**config.mk**
```make
export PLATFORM = sky130hd
export DESIGN_NAME = sad_trigger_ctrl_flat
export DESIGN_NICKNAME = d
export VERILOG_FILES = /design/src/rtl/sad_trigger_ctrl_pkg.sv /design/src/rtl/sad_trigger_ctrl_if.sv /design/src/rtl/sad_trigger_ctrl_sat_counter.sv /design/src/rtl/sad_trigger_ctrl.sv /design/src/flat_wrapper.sv
export SDC_FILE = /design/constraint.sdc
export NUM_CORES = 1
export LEC_CHECK = 0
export CORE_MARGIN = 4
export CORE_UTILIZATION = 53
export DETAILED_ROUTE_END_ITERATION = 7
export PLACE_DENSITY = 0.79
export SLEW_MARGIN = 20
export SYNTH_ARGS = -nofsm -noshare
export SYNTH_HDL_FRONTEND = slang
export SYNTH_HIERARCHICAL = 1
export SYNTH_SLANG_ARGS = --single-unit
```
**constraint.sdc**
```tcl
create_clock -name clk_adc -period 8.8 [get_ports clk_adc]
set_input_delay 0.88 -clock clk_adc [delete_from_list [all_inputs] [get_ports clk_adc]]
set_output_delay 0.88 -clock clk_adc [all_outputs]
set_load 0.05 [all_outputs]
```
**src/rtl/sad_trigger_ctrl_pkg.sv**
```systemverilog
// sad_trig_pkg: shared state encoding, default widths and helpers for the SAD trigger qualifier
package sad_trig_pkg;
    typedef enum logic [2:0] {IDLE, WAIT, FIRE, HOLD, DONE} sad_trig_state_t;
    localparam int DEF_COUNT_WIDTH   = 8;
    localparam int DEF_HOLDOFF_WIDTH = 16;
    localparam int DEF_PULSE_WIDTH   = 4;
    function automatic int max_int(input int a, input int b);
        return a > b ? a : b;
    endfunction
endpackage

```
**src/rtl/sad_trigger_ctrl_if.sv**
```systemverilog
// sad_trigger_ctrl_if: signal bundle between the SAD comparator side and the trigger qualifier
//   master: drives armed_and_ready, match, multiple_triggers, holdoff, pulse_len; reads trigger and status
//   slave:  the qualifier; reads the controls, drives trigger, triggered, num_triggers, num_missed
interface sad_trigger_ctrl_if #(
    parameter int pCOUNT_WIDTH   = sad_trig_pkg::DEF_COUNT_WIDTH,
    parameter int pHOLDOFF_WIDTH = sad_trig_pkg::DEF_HOLDOFF_WIDTH,
    parameter int pPULSE_WIDTH   = sad_trig_pkg::DEF_PULSE_WIDTH
);
    logic                      armed_and_ready;
    logic                      match;
    logic                      multiple_triggers;
    logic [pHOLDOFF_WIDTH-1:0] holdoff;
    logic [pPULSE_WIDTH-1:0]   pulse_len;
    logic                      trigger;
    logic                      triggered;
    logic [pCOUNT_WIDTH-1:0]   num_triggers;
    logic [pCOUNT_WIDTH-1:0]   num_missed;
    modport master (
        output armed_and_ready, match, multiple_triggers, holdoff, pulse_len,
        input  trigger, triggered, num_triggers, num_missed
    );
    modport slave (
        input  armed_and_ready, match, multiple_triggers, holdoff, pulse_len,
        output trigger, triggered, num_triggers, num_missed
    );
endinterface

```
**src/rtl/sad_trigger_ctrl_sat_counter.sv**
```systemverilog
// sat_counter: saturating up-counter with synchronous clear
//   clk, rst (sync, active-high), clear (sync zero), inc (count up one), value (current count, stops at all-ones)
module sat_counter #(
    parameter int pWIDTH = 8
) (
    input  logic              clk,
    input  logic              rst,
    input  logic              clear,
    input  logic              inc,
    output logic [pWIDTH-1:0] value
);
    logic [pWIDTH-1:0] value_q, value_d;

    always_comb value_d = clear ? '0 : (inc && value_q != '1) ? value_q + pWIDTH'(1) : value_q;

    always_ff @(posedge clk) value_q <= rst ? '0 : value_d;

    assign value = value_q;
endmodule

```
**src/rtl/sad_trigger_ctrl.sv**
```systemverilog
// sad_trigger_ctrl: qualifies raw SAD matches into a stretched, holdoff-spaced scope trigger with status
//   clk_adc: sole clock; reset: sync active-high
//   bus (slave): armed_and_ready, match, multiple_triggers, holdoff, pulse_len in;
//                trigger, triggered, num_triggers, num_missed out
module sad_trigger_ctrl
    import sad_trig_pkg::*;
#(
    parameter int pCOUNT_WIDTH   = DEF_COUNT_WIDTH,
    parameter int pHOLDOFF_WIDTH = DEF_HOLDOFF_WIDTH,
    parameter int pPULSE_WIDTH   = DEF_PULSE_WIDTH
) (
    input  logic             clk_adc,
    input  logic             reset,
    sad_trigger_ctrl_if.slave bus
);
    localparam int SW = max_int(pHOLDOFF_WIDTH, pPULSE_WIDTH);

    sad_trig_state_t         state_q, state_d;
    logic [pPULSE_WIDTH-1:0] pulse_cnt_q, pulse_cnt_d;
    logic [SW-1:0]           space_cnt_q, space_cnt_d;
    logic                    triggered_q, triggered_d;
    logic                    accept, miss, arm;
    logic [SW-1:0]           p_len, h_len, s_len;
    logic [pPULSE_WIDTH-1:0] p_load;

    // P = max(pulse_len,1), S = max(P,holdoff); both latched only on acceptance
    always_comb begin
        p_len  = bus.pulse_len == '0 ? SW'(1) : SW'(bus.pulse_len);
        h_len  = SW'(bus.holdoff);
        s_len  = p_len > h_len ? p_len : h_len;
        p_load = bus.pulse_len == '0 ? '0 : bus.pulse_len - pPULSE_WIDTH'(1);
    end

    // Spacing counter runs S-1 down to 0 from the cycle after acceptance, so it reads 0
    // exactly S cycles after the accepted match; it never drops below the pulse counter.
    always_comb begin
        state_d     = state_q;
        pulse_cnt_d = pulse_cnt_q;
        space_cnt_d = space_cnt_q == '0 ? '0 : space_cnt_q - SW'(1);
        accept      = 1'b0;
        miss        = 1'b0;
        arm         = 1'b0;
        if (!bus.armed_and_ready) begin
            state_d = IDLE;
        end else begin
            unique case (state_q)
                IDLE: begin
                    state_d = WAIT;
                    arm     = 1'b1;
                end
                WAIT: accept = bus.match;
                FIRE, HOLD: begin
                    if (state_q == FIRE && pulse_cnt_q != '0) begin
                        pulse_cnt_d = pulse_cnt_q - pPULSE_WIDTH'(1);
                        miss        = bus.match;
                    end else if (space_cnt_q != '0) begin
                        state_d = HOLD;
                        miss    = bus.match;
                    end else begin
                        // last cycle of the spacing window: a match here retriggers without a gap
                        accept  = bus.match && bus.multiple_triggers;
                        miss    = bus.match && !bus.multiple_triggers;
                        state_d = bus.multiple_triggers ? WAIT : DONE;
                    end
                end
                DONE: miss = bus.match;
                default: state_d = IDLE;
            endcase
        end
        if (accept) begin
            state_d     = FIRE;
            pulse_cnt_d = p_load;
            space_cnt_d = s_len - SW'(1);
        end
        triggered_d = arm ? 1'b0 : accept ? 1'b1 : triggered_q;
    end

    always_ff @(posedge clk_adc) begin
        if (reset) begin
            state_q     <= IDLE;
            pulse_cnt_q <= '0;
            space_cnt_q <= '0;
            triggered_q <= 1'b0;
        end else begin
            state_q     <= state_d;
            pulse_cnt_q <= pulse_cnt_d;
            space_cnt_q <= space_cnt_d;
            triggered_q <= triggered_d;
        end
    end

    assign bus.trigger   = state_q == FIRE;
    assign bus.triggered = triggered_q;

    sat_counter #(.pWIDTH(pCOUNT_WIDTH)) u_num_triggers (
        .clk   (clk_adc),
        .rst   (reset),
        .clear (arm),
        .inc   (accept),
        .value (bus.num_triggers)
    );

    sat_counter #(.pWIDTH(pCOUNT_WIDTH)) u_num_missed (
        .clk   (clk_adc),
        .rst   (reset),
        .clear (arm),
        .inc   (miss),
        .value (bus.num_missed)
    );
endmodule

```
**src/flat_wrapper.sv**
```systemverilog
// flat-port wrapper written by rule: the top's interface ports become plain ports
module sad_trigger_ctrl_flat import sad_trig_pkg::*;
#(
    parameter int pCOUNT_WIDTH   = DEF_COUNT_WIDTH,
    parameter int pHOLDOFF_WIDTH = DEF_HOLDOFF_WIDTH,
    parameter int pPULSE_WIDTH   = DEF_PULSE_WIDTH
)
  (clk_adc, reset, bus_armed_and_ready, bus_match, bus_multiple_triggers, bus_holdoff, bus_pulse_len, bus_trigger, bus_triggered, bus_num_triggers, bus_num_missed);
  sad_trigger_ctrl_if #(.pCOUNT_WIDTH(pCOUNT_WIDTH), .pHOLDOFF_WIDTH(pHOLDOFF_WIDTH), .pPULSE_WIDTH(pPULSE_WIDTH)) bus_i ();
  input  logic clk_adc;
  input  logic reset;
  input wire logic [$bits(bus_i.armed_and_ready)-1:0] bus_armed_and_ready;
  input wire logic [$bits(bus_i.match)-1:0] bus_match;
  input wire logic [$bits(bus_i.multiple_triggers)-1:0] bus_multiple_triggers;
  input wire logic [$bits(bus_i.holdoff)-1:0] bus_holdoff;
  input wire logic [$bits(bus_i.pulse_len)-1:0] bus_pulse_len;
  output wire logic [$bits(bus_i.trigger)-1:0] bus_trigger;
  output wire logic [$bits(bus_i.triggered)-1:0] bus_triggered;
  output wire logic [$bits(bus_i.num_triggers)-1:0] bus_num_triggers;
  output wire logic [$bits(bus_i.num_missed)-1:0] bus_num_missed;
  assign bus_i.armed_and_ready = bus_armed_and_ready;
  assign bus_i.match = bus_match;
  assign bus_i.multiple_triggers = bus_multiple_triggers;
  assign bus_i.holdoff = bus_holdoff;
  assign bus_i.pulse_len = bus_pulse_len;
  assign bus_trigger = bus_i.trigger;
  assign bus_triggered = bus_i.triggered;
  assign bus_num_triggers = bus_i.num_triggers;
  assign bus_num_missed = bus_i.num_missed;
  sad_trigger_ctrl #(.pCOUNT_WIDTH(pCOUNT_WIDTH), .pHOLDOFF_WIDTH(pHOLDOFF_WIDTH), .pPULSE_WIDTH(pPULSE_WIDTH)) u_core (.clk_adc(clk_adc), .reset(reset), .bus(bus_i));
endmodule
```
# After elaboration in Yosys (flattened, before gate mapping)
# Index checks and enable logic that the tools add are counted.
# totals
regBits,40
latch_bits,0
ram_bits,0
mem_bits_ro,0
inputBits,25
output_inout_bits,18
elab_cells,71
n_memories,0
# classes
addsub,6
n_mul,0
n_div,0
magnitude_cmp,1
eq_ne,9
shifts,0
muxes,25
n_bitwise,2
n_reduce_logical,21
# op_table
cell,count
two-way mux 16 bit,3
"subtractor 16 x 1 -> 16 bit, second input constant",2
two-way mux 4 bit,6
"adder 8 x 1 -> 8 bit, second input constant",2
> comparator 16 bit,1
logical NOT 16 bit,1
"!= test 8 bit, second input constant",2
nonzero test 16 bit,1
two-way mux 3 bit,3
case mux 3 bit (3 select lines),1
two-way mux 1 bit,8
"subtractor 4 x 1 -> 4 bit, second input constant",2
"equality test 3 x 2 -> 1 bit, second input constant",2
nonzero test 2 bit,3
OR reduction 2 bit,3
logical AND 1 bit,5
logical NOT 4 bit,1
two-way mux 2 bit,2
"!= test 4 bit, second input constant",1
case mux 1 bit (2 select lines),2
AND reduction 2 bit,2
nonzero test 4 bit,1
"equality test 3 x 1 -> 1 bit, second input constant",1
"equality test 3 bit, second input constant",1
other kinds (7),8

# Depth between registers and ports, before layout
# Gate-level depths: netlist of the first run.
# depth
depth_word,7
ltp_mapped,17

# Hierarchy
# Netlist of the first run, hierarchy kept.
# modules_own_cells
module,instances,cells_each,area_each_um2
sad_trigger_ctrl,1,255,1949.4
sat_counter,2,47,435.4

# Least setup slack after synthesis of the first run
# Ideal clock, no wire load.
# synth_timing
path_type,input port to flip-flop
start,input bus_pulse_len[1]
end,register u_core.space_cnt_q[12]
setup_time_ps,91
t_arrival_ps,3585
required_ps,8709
path_slack_ps,5124
stages,16
path_cell_list,nor3_1 -> or2_2 -> inv_1 -> ha_1 -> a41o_1 -> a211o_1 -> nor2_1 -> nor2_1 -> a21oi_1 -> ha_1 -> buf_2 -> nand3_1 -> or3_1 -> buf_2 -> a211o_1 -> a311oi_1
# synth_via
elab_chain_len,6
# synth_lines
element,line,source
"start, declared",flat_wrapper.sv:16,input wire logic [$bits(bus_i.pulse_len)-1:0] bus_pulse_len;
logical NOT 4 bit,sad_trigger_ctrl.sv:28,p_len = bus.pulse_len == '0 ? SW'(1) : SW'(bus.pulse_len);
two-way mux 4 bit *,sad_trigger_ctrl.sv:28,
> comparator 16 bit,sad_trigger_ctrl.sv:30,s_len = p_len > h_len ? p_len : h_len;
two-way mux 16 bit *,sad_trigger_ctrl.sv:30,
subtractor 16 x 1 -> 16 bit *,sad_trigger_ctrl.sv:73,space_cnt_d = s_len - SW'(1);
two-way mux 16 bit *,sad_trigger_ctrl.sv:70,if (accept) begin
"end signal, assigned",sad_trigger_ctrl.sv:87,space_cnt_q <= space_cnt_d;
"end, declared",sad_trigger_ctrl.sv:20,"logic [SW-1:0] space_cnt_q, space_cnt_d;"
# Mark *: on every way between the ends. The rest lies on a longest branch, timed or not.
# A chain may end at the register's enable or synchronous reset.

# Worst setup path in the final report of the first run
# layout_timing
start,input bus_pulse_len[1]
end,register u_core.space_cnt_q[6]
# The elaborated chain is that of the path after synthesis.

==> flow_summary_export.csv, run 1 <==
group,metric,value,unit
run_status,status,"finished clean",
timing,drv_slew,0,
critical_path,path_max_fanout,9,
pwr,power,618,uW
global_route,antenna_found_initial,0,
cts,cts_tree,"built",
timing,rsz0062_at_grt,"no",
timing,final.period_utilization,51.1,%
timing,tns,0,ps
finish,multiInputGateArea,0.00191,mm2
logic_synthesis,synth_fp_nets,383,
timing,max_freq,222,MHz
critical_path,cp_cell_sequence,"clkdlybuf4s50_1, nor3_1, or2_2, inv_1, ha_1, a41o_1, a211oi_1, nand3_1, and2_1, ha_1, nand3_1, or3_1, a21oi_1, a311oi_1",
die,num_io_pins,43,
logic_synthesis,synth_top_cell_by_area,"dfxtp_1",
global_route,grt_max_degree,27,
timing,max_slew_margin,26.6,%
critical_path,required,9000,ps
finish,fillers,487,
finish,syn2layout_area_growth,19.3,%
cts,post_cts_buffers,0,
critical_path,worstReg2RegStart,"u_core/space_cnt_q[0]",
logic_synthesis,synth_compound_area_share,23.5,%
critical_path,critPathKind,"input port to register",
logic_synthesis,synth_async_sr_flop_share,0,%
logic_synthesis,synthTopCellsByArea,"dfxtp_1 (28%), nor2_1 (4.1%), ha_1 (4.0%), nand2_1 (3.7%), a21oi_1 (3.5%)",
logic_synthesis,synthTopCellsByCount,"dfxtp_1 (40), nor2_1 (31), nand2_1 (28)",
cts,numCtsBuffers,5,
logic_synthesis,synth_top_cell_area_share,28.4,%
timing,finalSetupViolations,0,
die,initial_core_util,54.9,%
critical_path,critPathMaxStageDelay,900,ps
place,dpl_cell_area,0.00329,mm2
cts,clk_path_buf_depth,2,
route,vias,2821,
logic_synthesis,yosysSeqAreaShare,28.4,%
route,drtIter0Drc,201,
pwr,peakVddDrop,0.0000841,V
logic_synthesis,syn-instance-count,349,
logic_synthesis,muxShareOfSynthArea,3.59,%
logic_synthesis,yosysMostFrequentCell,"dfxtp_1",
logic_synthesis,synth_edf_count,0,
logic_synthesis,yosys.area_share.simple,31.2,%
die,die_y,80.9,um
pwr,powerDensity,184,mW/mm2
route,routedWlPerCell,15.1,um
job,maxCapViolCount,0,
global_route,grt_pass1_vias,2519,
critical_path,worstSetupStartpoint,"bus_pulse_len[1]",
route,via_per_inst,6.16,
route,finalWirelength,6.93,mm
logic_synthesis,syn_avg_cell_area,8.08,um2
place,portBuffers,42,
global_route,track_usage,21.8,%
cts,hold_buffers,0,
die,design.die.area,0.00655,mm2
finish,final_util,65.5,%
logic_synthesis,ys_warn_count,6,
critical_path,worstSetupEndpointType,"register",
place,place.gp.congestion,0.970,
logic_synthesis,synth_top_family_by_area,"simple AND/OR/NAND/NOR gates",
die,die_x,80.9,um
logic_synthesis,ys_ff_latch,40,
finish,ff_latch_area,801,um2
global_route,grt_remaining_overflow,0,
logic_synthesis,synth.distinct_cells,58,
timing,tightest_slew,1100,ps
finish,nNetsFinal,422,
cts,cts_sinks,40,
die,core,0.00514,mm2
finish,stdcell_count,458,
timing,fin_crit,4500,ps
die,num_rows,26,
cts,clkTransAtPathRegs,70,ps
finish,layout-drive-gt1-share,6.70,%
cts,htreeDepth,2,
pwr,p_leak,0.00117,uW
cts,cts_root_buf,"clkbuf_8",
route,drc_errors,0,
logic_synthesis,yosys.area_share.xor_xnor,5.28,%
place,place_inst,451,
critical_path,slowest_stage,"a211oi_1",
logic_synthesis,netlist_area,0.00282,mm2
critical_path,startpoint_type,"input port",
timing,fin_worst_skew,5.56,ps
logic_synthesis,yosys_most_used_dff,"dfxtp_1",
place,dp_hpwl,5.19,mm
hold_path,hold_class,"register to register",
finish,antennaDiodeCount,0,
route,drt-pass1-iter-count,5,
global_route,grt_pass1_wl,11.5,mm
route,drtAntennaViolNets,0,
finish,final_cell_area,0.00337,mm2
critical_path,arrival,4700,ps
cts,clk_latency,290,ps
timing,finalHoldViolations,0,
logic_synthesis,synthAdderAreaFrac,3.99,%
cts,cts_resized,0,
hold_path,min_from,"u_core/pulse_cnt_q[3]",
## report_power, final
group,switching [uW],total [uW],leakage (uW),internal (uW)
sequential,36.6,250,0.000326,213
clock,60.3,114,0.0000410,53.9
combinational,137,255,0.000804,117
total,234,618,0.00117,384
## final timing paths
path                                         end  cells past startpoint  slack (ps)
hold reg to reg            u_core/pulse_cnt_q[3]                      1         480
hold / removal             u_core/pulse_cnt_q[3]                      1         480
setup reg to reg  u_core/u_num_triggers/value[5]                      9        5780
setup / recovery           u_core/space_cnt_q[6]                     14        4300
## sequential cells by signal, indices dropped and copies added (netlist names)
register	flops
u_core/u_num_triggers/value	8
u_core/space_cnt_q	16
u_core/pulse_cnt_q	4
u_core/bus.triggered	1
u_core/u_num_missed/value	8
u_core/state_q	3
## routing by layer
layer | track usage, % | wire (um) | up-vias | part of all wire (%)
met5 | 0 | 0 | - | 0
met4 | 7.43 | 104 | 0 | 1.5
met3 | 3.10 | 333 | 10 | 4.8
met2 | 37.4 | 3290 | 82 | 48
met1 | 27.9 | 3200 | 1332 | 46
li1 | - | - | 1397 | -
## stage by stage
| stage | setup WS, ps | hold WS [ps] |
|---|---|---|
| 3_3_place_gp | 4210 | 460 |
| 5_1_grt | 4150 | 513 |
| 3_5_place_dp | 4090 | 467 |
| 6_report | 4300 | 481 |
| 4_1_cts | 4400 | 479 |
| 2_1_floorplan | 5120 | 437 |
## cell families (layout without fill, tap and decap cells)
kind of cell,after synthesis,count (layout)
compound gates,88,88
mux,10,10
flops,40,40
simple gates,158,158
fa+ha+maj,9,9
xor+xnor,17,17
buf+inv,27,66
## critical path: cells and delay by family
kind	cells	cell delay (ps)
fa+ha+maj	2	490
simple gates	6	1200
compound gates	4	1440
buf+inv	2	690
## cell usage in the layout (no fill, tap or decap), drive strengths merged, types with 11 or more instances in the layout
master / n
clkdlybuf4s50: 42
or3: 14
o21ai: 13
nand2: 30
nor3: 17
dfxtp: 40
xnor2: 11
nand3: 11
nor2: 31
a21oi: 20
inv: 16
## area by class of cell
cell class,count,share of cell area (%)
clock buffers,6,2.16
clock inverters,1,0.149
well taps,70,2.60
inverters,16,1.78
multi-input cells,282,56.8
flip-flops and latches,40,23.8
repair buffers,43,12.7
Note: power is estimated with default switching activity, not from simulation.
==> inputs of run 2 (changes only) <==
--- a/config.mk
+++ b/config.mk
@@ -6,9 +6,9 @@
 export NUM_CORES = 1
 export LEC_CHECK = 0
 export CORE_MARGIN = 4
-export CORE_UTILIZATION = 53
+export CORE_UTILIZATION = 49
 export DETAILED_ROUTE_END_ITERATION = 7
-export PLACE_DENSITY = 0.79
+export PLACE_DENSITY = 0.76
 export SLEW_MARGIN = 20
 export SYNTH_ARGS = -nofsm -noshare
 export SYNTH_HDL_FRONTEND = slang
==> constraint.sdc (replaced) <==
create_clock -name clk_adc -period 3.93 [get_ports clk_adc]
set_input_delay 0.393 -clock clk_adc [delete_from_list [all_inputs] [get_ports clk_adc]]
set_output_delay 0.393 -clock clk_adc [all_outputs]
set_load 0.05 [all_outputs]
==> run 2 against run 1 <==
Effect of this change: sequential share of layout area fell by 0.59 points; final cell count rose by 2.6%; sequential cell count did not move; final area rose by 2.5%; critical endpoint is now u_core/space_cnt_q[12]; hold slack improved by 8.7 ps; first-iteration DRC count fell by 19%; clock skew rose by 5.3 ps; sequential power rose by 120%; total power rose by 130%; count of clock-buffer cells in the layout did not move.
==> flow_summary_export.csv, run 2 (same netlist as run 1, synthesis figures left out) <==
group,metric,value,unit
route,finalWirelength,7.15,mm
timing,max_freq,284,MHz
route,via_per_inst,6.07,
timing,finalSetupViolations,0,
place,place.gp.congestion,0.998,
die,die_x,83.9,um
critical_path,arrival,3720,ps
timing,final.period_utilization,89.7,%
cts,cts_sinks,40,
pwr,peakVddDrop,0.000205,V
critical_path,rr_worst_depth,7,
pwr,p_leak,0.00123,uW
hold_path,whs_path_depth,1,
critical_path,critPathKind,"input port to register",
route,dr.max_layer_used,"met4",
hold_path,holdPathEnd,"u_core/pulse_cnt_q[3]",
cts,htreeDepth,2,
pwr,powerDensity,411,mW/mm2
critical_path,critPathMaxStageDelay,480,ps
route,wl_met2,3.37,mm
finish,top_register,"u_core/space_cnt_q",
hold_path,hold_class,"register to register",
finish,stdcell_count,470,
global_route,grt_remaining_overflow,0,
finish,layout_commonest_cell,"clkdlybuf4s50_1",
route,drt-pass1-iter-count,4,
die,die_y,83.9,um
critical_path,path_max_fanout,7,
global_route,track_usage,20.6,%
die,design.die.area,0.00703,mm2
global_route,grt_pass1_wl,12.3,mm
cts,post_cts_buffers,0,
route,drtAntennaViolNets,0,
finish,syn2layout_area_growth,22.4,%
timing,fin_crit,3530,ps
die,core,0.00554,mm2
cts,numCtsBuffers,5,
die,initial_core_util,50.9,%
timing,tns,0,ps
critical_path,worstReg2RegStart,"u_core/space_cnt_q[9]",
die,num_io_pins,43,
cts,hold_buffers,0,
finish,layout_common_cells,"clkdlybuf4s50_1 (42), dfxtp_1 (40), nor2_1 (31)",
finish,final_util,62.3,%
critical_path,r2r_end,"u_core/u_num_triggers/value[5]",
finish,antennaDiodeCount,0,
run_status,status,"finished clean",
place,portBuffers,42,
global_route,grt_pass1_vias,2674,
timing,max_slew_margin,57.7,%
route,dr_wl_met3,367,um
route,drtIter0Drc,163,
finish,fillers,526,
critical_path,cp_cell_sequence,"clkdlybuf4s50_1, or2_2, inv_1, ha_1, a41o_1, a211o_1, nor2_1, nor2_1, a21oi_1, ha_1, nand3_1, or3_1, a211o_1, a311oi_1",
cts,cts_resized,0,
job,maxCapViolCount,0,
place,dp_hpwl,5.41,mm
finish,nNetsFinal,431,
global_route,grt_max_degree,21,
critical_path,slowest_stage,"clkdlybuf4s50_1",
place,place_inst,462,
cts,clk_latency,300,ps
cts,cts_tree,"built",
route,vias,2853,
global_route,antenna_found_initial,0,
timing,timing.hold.ws,489,ps
timing,rsz0062_at_grt,"no",
finish,layout-drive-gt1-share,9.30,%
finish,ff_latch_area,801,um2
timing,finalHoldViolations,0,
cts,clkTransAtPathRegs,80,ps
cts,clk_path_buf_depth,2,
route,m1WireLength,3.27,mm
critical_path,rrSetupSlack,1010,ps
critical_path,required,4120,ps
finish,largest_reg_flops,16,
timing,drv_slew,0,
cts,cts_root_buf,"clkbuf_8",
critical_path,startpoint_type,"input port",
hold_path,min_from,"u_core/pulse_cnt_q[3]",
finish,multiInputGateArea,0.00191,mm2
critical_path,worstSetupEndpointType,"register",
die,num_rows,27,
timing,fin_worst_skew,10.8,ps
route,drc_errors,0,
route,routedWlPerCell,15.2,um
timing,tightest_slew,629,ps
pwr,power,1420,uW
## run 2: stage by stage
step                cell area [um2]  worst slack [ps]
floorplan                      2820               365
global placement               3360               301
detailed placement             3360               145
CTS                            3450               444
global route                   3450               225
finish                         3450               403
## run 2: area by class of cell
type	count	area share, %
multi-input combinational	282	55.4
sequential	40	23.2
timing repair buffer	52	14.4
tap	72	2.61
clock buffer	6	2.39
inverter	16	1.74
clock inverter	2	0.290
## run 2: routing by layer
metal  global-route usage, %  up-vias
met1                    26.3     1327
met5                       0        -
met2                    34.5       91
met4                    7.89        0
li1                        -     1422
met3                    3.75       13
## run 2: worst max path at each step
stage | from | end | slack, ps
floorplan | u_core/state_q[2] | u_core/u_num_triggers/value[5] | 370
global placement | bus_pulse_len[1] | u_core/space_cnt_q[12] | 300
detailed placement | bus_pulse_len[0] | u_core/space_cnt_q[12] | 140
CTS | bus_pulse_len[0] | u_core/space_cnt_q[12] | 440
global route | bus_pulse_len[0] | u_core/space_cnt_q[12] | 220
finish | bus_pulse_len[0] | u_core/space_cnt_q[12] | 400
## run 2: worst max-delay path, delay by kind of cell
family,cells,cell delay [ps]
AND/OR/NAND/NOR,5,1120
AO/OA/AOI/OAI,5,1220
adder cells (fa/ha/maj),2,440
buffers and inverters,2,550
## run 2: power breakdown
group / internal, uW / switching [uW]
sequential: 477 / 81.1
combinational: 267 / 308
clock: 140 / 146
total: 884 / 535
==> inputs of run 3 (changes only) <==
--- a/config.mk
+++ b/config.mk
@@ -5,10 +5,9 @@
 export SDC_FILE = /design/constraint.sdc
 export NUM_CORES = 1
 export LEC_CHECK = 0
-export CORE_MARGIN = 4
-export CORE_UTILIZATION = 49
+export CORE_UTILIZATION = 53
 export DETAILED_ROUTE_END_ITERATION = 7
-export PLACE_DENSITY = 0.76
+export PLACE_DENSITY = 0.79
 export SLEW_MARGIN = 20
 export SYNTH_ARGS = -nofsm -noshare
 export SYNTH_HDL_FRONTEND = slang
==> constraint.sdc (replaced) <==
create_clock -name clk_adc -period 3.75 [get_ports clk_adc]
set_input_delay 0.375 -clock clk_adc [delete_from_list [all_inputs] [get_ports clk_adc]]
set_output_delay 0.375 -clock clk_adc [all_outputs]
set_load 0.05 [all_outputs]
==> run 3 against run 2 <==
Effect of this change: die area down 20%; routed wire length fell by 3.1%; count of clock-buffer cells in the layout grew 1; via count shrank 0.63%; largest power group unchanged; global-route usage grew 6.1 points; critical endpoint unchanged; sequential share of layout area down 0.11 points; hold slack got worse by 7.6 ps; worst setup slack got worse by 20 ps; highest routed layer unchanged; register-to-register slack got worse by 180 ps.
==> flow_summary_export.csv, run 3 (same netlist as run 1, synthesis figures left out) <==
group,metric,value,unit
die,initial_core_util,55.2,%
global_route,grt_pass1_wl,11.5,mm
cts,clk_path_buf_depth,2,
place,dp_hpwl,5.26,mm
critical_path,r2r_end,"u_core/u_num_triggers/value[5]",
timing,fin_crit,3370,ps
critical_path,critPathKind,"input port to register",
timing,finalHoldViolations,0,
place,place.gp.congestion,0.921,
route,via_per_inst,6.04,
cts,htreeDepth,2,
critical_path,critPathMaxStageDelay,470,ps
critical_path,crit_path_end,"u_core/space_cnt_q[12]",
timing,max_freq,297,MHz
global_route,track_usage,26.7,%
die,core,0.00511,mm2
critical_path,slowest_stage,"clkdlybuf4s50_1",
route,vias,2835,
critical_path,rrSetupSlack,830,ps
critical_path,rr_worst_depth,7,
cts,cts_tree,"built",
die,num_rows,26,
die,die_y,74.9,um
route,drt-pass1-iter-count,4,
critical_path,cp_cell_sequence,"clkdlybuf4s50_1, nor3_1, or2_2, inv_1, ha_1, a41o_1, a211o_1, nor2_1, nor2_1, a21oi_1, ha_1, nand3_1, or3_1, a211o_1, a311oi_1",
critical_path,worstSetupStartpoint,"bus_pulse_len[1]",
global_route,antenna_found_initial,0,
global_route,grt_pass1_vias,2587,
pwr,powerDensity,431,mW/mm2
place,portBuffers,42,
cts,cts_sinks,40,
timing,finalSetupViolations,0,
die,die_x,74.9,um
hold_path,hold_class,"register to register",
cts,numCtsBuffers,5,
global_route,grt_remaining_overflow,0,
finish,layout-drive-gt1-share,9.52,%
finish,nNetsFinal,433,
job,maxCapViolCount,0,
place,place_inst,462,
route,drc_errors,0,
timing,fin_worst_skew,5.53,ps
finish,syn2layout_area_growth,22.9,%
route,finalWirelength,6.92,mm
cts,clkTransAtPathRegs,80,ps
finish,top_register,"u_core/space_cnt_q",
finish,antennaDiodeCount,0,
pwr,p_leak,0.00123,uW
critical_path,arrival,3580,ps
critical_path,worstSetupEndpointType,"register",
cts,hold_buffers,0,
critical_path,required,3960,ps
critical_path,startpoint_type,"input port",
die,design.die.area,0.00562,mm2
timing,drv_slew,0,
critical_path,cp.depth,15,
cts,clk_latency,300,ps
route,drtIter0Drc,157,
route,drtAntennaViolNets,0,
cts,post_cts_buffers,0,
cts,cts_root_buf,"clkbuf_8",
pwr,peakVddDrop,0.000214,V
critical_path,crit_family,"compound AO/OA/AOI/OAI gates",
critical_path,crit_buf_inv,2,
timing,tns,0,ps
timing,rsz0062_at_grt,"no",
finish,layout_common_cells,"clkdlybuf4s50_1 (42), dfxtp_1 (40), nor2_1 (31)",
critical_path,worstReg2RegStart,"u_core/space_cnt_q[9]",
route,routedWlPerCell,14.8,um
finish,layout_commonest_cell,"clkdlybuf4s50_1",
timing,final.period_utilization,89.8,%
timing,tightest_slew,660,ps
finish,stdcell_count,469,
finish,final_util,67.9,%
global_route,grt_max_degree,27,
finish,largest_reg_flops,16,
die,num_io_pins,43,
cts,cts_resized,0,
critical_path,path_max_fanout,4,
run_status,status,"finished clean",
timing,max_slew_margin,55.7,%
## run 3: worst min path at each step
stage	slack [ps]	endpoint	cells past startpoint	startpoint
2_1_floorplan	440	u_core/pulse_cnt_q[3]	1	u_core/pulse_cnt_q[3]
3_3_place_gp	460	u_core/pulse_cnt_q[3]	1	u_core/pulse_cnt_q[3]
3_5_place_dp	470	u_core/pulse_cnt_q[3]	1	u_core/pulse_cnt_q[3]
4_1_cts	480	u_core/pulse_cnt_q[3]	1	u_core/pulse_cnt_q[3]
5_1_grt	510	u_core/pulse_cnt_q[3]	1	u_core/pulse_cnt_q[3]
6_report	480	u_core/pulse_cnt_q[3]	1	u_core/pulse_cnt_q[3]
## run 3: metal layers
metal | part of all wire (%) | global-route usage, %
met5 | 0 | 0
met4 | 1.6 | 9.43
met3 | 4.1 | 4.69
met2 | 49 | 45.0
met1 | 46 | 34.3
## run 3: final cells by class
type	instances	area, um2
Clock buffer	7	96.3
Timing Repair Buffer	54	510
Inverter	16	60.1
Multi-Input combinational cell	282	1910
Tap cell	70	87.6
Sequential cell	40	801
Fill cell	423	1640
## run 3: power breakdown
part | switching, uW | internal (uW)
Sequential | 83.8 | 500
Clock | 147 | 164
Combinational | 320 | 281
## run 3: through the flow
step	setup slack (ps)	area, um2	hold slack, ps	power [uW]
finish	383	3470	482	1500
global route	197	3470	509	1610
CTS	422	3470	484	1490
detailed placement	116	3370	474	1180
global placement	232	3370	460	1170
floorplan	185	2820	437	1030
